File: src/rtl/psdsqrt.sv
// Integer square root, one result bit per clock, MSB first.
//
// A start pulse samples the 32-bit radicand and runs 16 iterations. Each
// iteration tries the next lower root bit and keeps it when its square still
// fits under the radicand. A stop pulse copies the current root, whether
// partial or final, into the registered output. The output changes only on
// stop or reset.
//
// Ports:
//   clk_i    master clock, rising edge
//   rst_ni   asynchronous active-low reset
//   start_i  one-cycle pulse: sample xin_i and (re)start the computation
//   stop_i   one-cycle pulse: load the current root into sqrt_o
//   xin_i    unsigned radicand, sampled only on the start edge
//   sqrt_o   registered root, floor(sqrt(xin_i)) once the computation is complete
module psdsqrt (
  input  logic        clk_i,
  input  logic        rst_ni,
  input  logic        start_i,
  input  logic        stop_i,
  input  logic [31:0] xin_i,
  output logic [15:0] sqrt_o
);

  logic [31:0] x_q, x_d;
  logic [15:0] root_q, root_d;
  logic [15:0] mask_q, mask_d;
  logic        busy_q, busy_d;
  logic [15:0] sqrt_q, sqrt_d;

  logic [15:0] trial;
  logic [31:0] trial_sq;

  // The candidate root is at most 0xFFFF, so its square fits in 32 bits.
  assign trial    = root_q | mask_q;
  assign trial_sq = {16'h0000, trial} * {16'h0000, trial};

  always_comb begin
    x_d    = x_q;
    root_d = root_q;
    mask_d = mask_q;
    busy_d = busy_q;
    if (start_i) begin
      // A start abandons any computation already in flight.
      x_d    = xin_i;
      root_d = 16'h0000;
      mask_d = 16'h8000;
      busy_d = 1'b1;
    end else if (busy_q) begin
      if (x_q >= trial_sq) begin
        root_d = trial;
      end
      mask_d = mask_q >> 1;
      busy_d = (mask_q != 16'h0001);
    end
  end

  // Stop sees the pre-edge root, including when start arrives on the same edge.
  always_comb begin
    sqrt_d = sqrt_q;
    if (stop_i) begin
      sqrt_d = root_q;
    end
  end

  always_ff @(posedge clk_i or negedge rst_ni) begin
    if (!rst_ni) begin
      x_q    <= 32'h0000_0000;
      root_q <= 16'h0000;
      mask_q <= 16'h0000;
      busy_q <= 1'b0;
      sqrt_q <= 16'h0000;
    end else begin
      x_q    <= x_d;
      root_q <= root_d;
      mask_q <= mask_d;
      busy_q <= busy_d;
      sqrt_q <= sqrt_d;
    end
  end

  assign sqrt_o = sqrt_q;

endmodule

File: config.mk
export PLATFORM = sky130hd
export DESIGN_NAME = psdsqrt
export DESIGN_NICKNAME = d
export VERILOG_FILES = /design/src/rtl/psdsqrt.sv
export SDC_FILE = /design/constraint.sdc
export NUM_CORES = 1
export LEC_CHECK = 0
export CAP_MARGIN = 20
export CORE_ASPECT_RATIO = 2
export CORE_MARGIN = 4
export CORE_UTILIZATION = 35
export CTS_BUF_LIST = sky130_fd_sc_hd__clkbuf_8
export DETAILED_ROUTE_END_ITERATION = 6
export MAX_ROUTING_LAYER = met4
export PLACE_DENSITY = 0.53
export SLEW_MARGIN = 20
export SYNTH_ARGS = -nofsm -noshare
export SYNTH_HDL_FRONTEND = slang
export SYNTH_SLANG_ARGS = --single-unit
File: constraint.sdc
create_clock -name clk_i -period 8.4 [get_ports clk_i]
set_input_delay 1.68 -clock clk_i [delete_from_list [all_inputs] [get_ports clk_i]]
set_output_delay 1.68 -clock clk_i [all_outputs]
set_load 0.02 [all_outputs]
==> impl_metrics.csv <==
group,metric,value,unit
placed_design,place_ws,0.5205,ns
grt,maximum_number_of_pins_on_one_net_before_global_route_repair,84,
floorplanning,placeable_core_area,32120,µm²
sta,finClkSkew,0.01917,ns
clock_tree,cts_tree,"done",
synthesis,yosysSeqAreaShare,17.84,%
worst_setup_path,cp_data_required_time,8.69,ns
clock_tree,clock_tree_root_buffer_cell,"sky130_fd_sc_hd__clkbuf_8",
synthesis,syn-instance-count,1211,
clock_tree,numClockSinks,81,
sta,setup_total_negative_slack,0,ns
drt,drt_wl_total,32670,µm
cells_and_area,fin_cells,1692,
floorplanning,die_area,35580,µm²
sta,timing.final.setup_violations,0,
synthesis,postSynthAreaPerCell,9.381,µm²
synthesis,yosysUniqueCellTypes,64,
sta,maxSlewHeadroom,38.05,%
synthesis,synth_top_cell_area_share,28.02,%
synthesis,post_synth_main_area_contributors,"sky130_fd_sc_hd__fa_1 28%, sky130_fd_sc_hd__dfrtp_1 18%, sky130_fd_sc_hd__ha_1 14%, sky130_fd_sc_hd__inv_1 7.3%, sky130_fd_sc_hd__mux2_2 4.7%",
sta,final.period_utilization,93.72,%
cells_and_area,final_nets,1585,
sta,timing.final.crit_period,7.872,ns
clock_tree,cts-root-to-sink-buffers,2,
grt,grt_overflow,0,
clock_tree,post-cts-setup-buffers,0,
placed_design,dp.final_hpwl,27820,µm
synthesis,postSynthRegisterBits,81,
hold_path,type_of_the_tightest_min_delay_check,"reg2reg",
synthesis,synth.cells.most_frequent,"221 x sky130_fd_sc_hd__inv_1, 159 x sky130_fd_sc_hd__fa_1, 131 x sky130_fd_sc_hd__ha_1",
clock_tree,h-tree-depth,3,
clock_tree,cts_resized,0,
drt,drcViolationCount,0,
power_and_ir_drop,power.density_cell_area,74.94,nW/µm²
drt,via_density_per_instance,5.042,
synthesis,commonest_register_cell_after_synthesis,"sky130_fd_sc_hd__dfrtp_1",
sta,hold_ws,0.5155,ns
sta,slew_viol_final,0,
clock_tree,ctsHoldBuffers,0,
worst_setup_path,startpoint_class,"flip-flop",
floorplanning,die_w,135.4,µm
clock_tree,clock_insertion_delay_worst_skew,0.41,ns
synthesis,mappedNetlistArea,11360,µm²
synthesis,ys_warn_count,0,
placed_design,port-buffer-count,51,
synthesis,synth.most_common_cell,"sky130_fd_sc_hd__inv_1",
drt,ant_nets,0,
job,max_cap_viol_count,0,
synthesis,proportion_of_synthesized_flip_flops_having_asynchronous_set_or_reset,100.0,%
drt,wire_per_inst,19.31,µm
worst_setup_path,critical_path_class,"reg2reg",
worst_setup_path,crit_path_max_fanout,16,
placed_design,routabilityCongestion,0.9546,
grt,global_route_wire_length_before_repair,51890,µm
synthesis,synth_edf_count,0,
sta,grt_setup_unrepaired,"no",
synthesis,post_syn_nets,1537,
drt,drt-initial-drc-count,314,
sta,report.final.hold_viol_count,0,
floorplanning,initial_core_util,35.37,%
sta,postLayoutSetupSlackWorst,0.5275,ns
clock_tree,numCtsBuffers,9,
floorplanning,i_o_pin_total,52,
worst_setup_path,crit_path_end_kind,"flip-flop",
worst_setup_path,arrival_time_at_the_worst_endpoint,8.16,ns
drt,vias,8531,
worst_setup_path,slowest_stage,"sky130_fd_sc_hd__fa_1",
outcome,run_status,"finished clean",
cells_and_area,layout-drive-gt1-share,9.177,%
drt,drtPass1Iterations,4,
synthesis,synthDominantAreaCellType,"sky130_fd_sc_hd__fa_1",
sta,max_freq,0.1270,GHz
grt,antenna_violations_before_repair,0,
floorplanning,die_y,262.8,µm
worst_setup_path,max_stage_delay,0.54,ns
power_and_ir_drop,worst_ir_drop_vdd,119.9,µV
floorplanning,floorplan.rows,93,
grt,first_global_vias,9604,
power_and_ir_drop,static-leakage-power,0.006694,µW
clock_tree,clk_pin_slew_worst_paths,0.08,ns
sta,timing_worst_slew_pin_value,0.9292,ns
grt,globalRouteTotalUtil,19.77,%
cells_and_area,area_growth,10.99,%
placed_design,dp.cells,1675,
critical path, delay by kind of cell, from the launching register on:
family,cells,cell delay [ns]
adder cells (fa/ha/maj),8,3.77
AO/OA/AOI/OAI,7,1.59
AND/OR/NAND/NOR,5,0.97
buffers and inverters,8,0.78
flip-flops,1,0.46
XOR/XNOR,1,0.17
kinds of logic (layout without fill, tap and decap cells):
| logic type | Yosys count | after routing | synth area share [%] |
|---|---|---|---|
| and+or+nand+nor | 329 | 329 | 13.37 |
| DFF | 81 | 81 | 17.84 |
| muxes | 64 | 64 | 6.156 |
| AOI/OAI and AO/OA | 141 | 141 | 8.139 |
| buffers and inverters | 269 | 322 | 9.185 |
| xor gates and xnor gates | 36 | 36 | 2.775 |
| adders and majority gates | 291 | 291 | 42.53 |
| other | 0 | 1 | 0 |
layout make-up:
class                   count  area (µm²)
well taps                 427       534.3
diodes                      1       2.502
clock buffers               9       123.9
repair buffers             75       686.9
flip-flops and latches     81        2027
multi-input cells         861        8290
clock inverters             7       77.57
inverters                 231       867.1
fillers                  3369       19510
layout by cell type (no fill, tap or decap), drive strengths merged, types with 7 or more instances in the layout:
cell,n
a21o,19
a21oi,59
buf,26
clkbuf,9
clkdlybuf4s50,49
clkinv,11
dfrtp,81
fa,159
ha,131
inv,226
mux2,47
mux2i,17
nand2,108
nand3,21
nand4,13
nor2,114
nor2b,18
nor3,7
nor3b,16
nor4,7
o21ai,23
or2,10
xnor2,18
xor2,18
per-layer routing:
layer  GRT usage [%]  vias to the layer above  wire, µm
met5               -                        -         0
met4           12.11                        0      2452
met3           1.916                       97       542
met2           38.58                      152     19420
met1           17.53                     4303     10260
li1                -                     3979         -
through the flow:
stage	utilization (%)	cell area [µm²]	total power (µW)
after floorplan	-	11360	562.3
after global placement	38.62	12400	651.2
after detailed placement	38.62	12400	655.6
after CTS	39.24	12600	968.4
after global routing	39.26	12610	1001
final	39.26	12610	945.0
state kept, by name (all words and copies together), names as in the netlist:
| register | cells |
|---|---|
| sqrt_o | 16 |
| busy_q | 1 |
| x_q | 32 |
| mask_q | 16 |
| root_q | 16 |
worst paths after layout:
| path | startpoint | endpoint | slack [ns] | cells past startpoint |
|---|---|---|---|---|
| max in group asynchronous | rst_ni | root_q[8]$_DFFE_PN0P_ | 6.56 | 1 |
| setup reg to reg | mask_q[9]$_DFFE_PN0P_ | root_q[8]$_DFFE_PN0P_ | 0.53 | 29 |
| hold reg to reg | sqrt_o[14]$_DFFE_PN0P_ | sqrt_o[14]$_DFFE_PN0P_ | 0.52 | 1 |
| min in group asynchronous | rst_ni | sqrt_o[0]$_DFFE_PN0P_ | 1.30 | 1 |
| setup / recovery | mask_q[9]$_DFFE_PN0P_ | root_q[8]$_DFFE_PN0P_ | 0.53 | 29 |
| hold / removal | sqrt_o[14]$_DFFE_PN0P_ | sqrt_o[14]$_DFFE_PN0P_ | 0.52 | 1 |
power by group:
group	switching, µW	total, µW	leakage (µW)	internal, µW
sequential	16.9	427	0.00104	410
clock	161	301	0.000106	140
combinational	122	217	0.00554	94.3
total	301	945	0.00669	644
No activity file was read; power rests on OpenSTA's default activity.
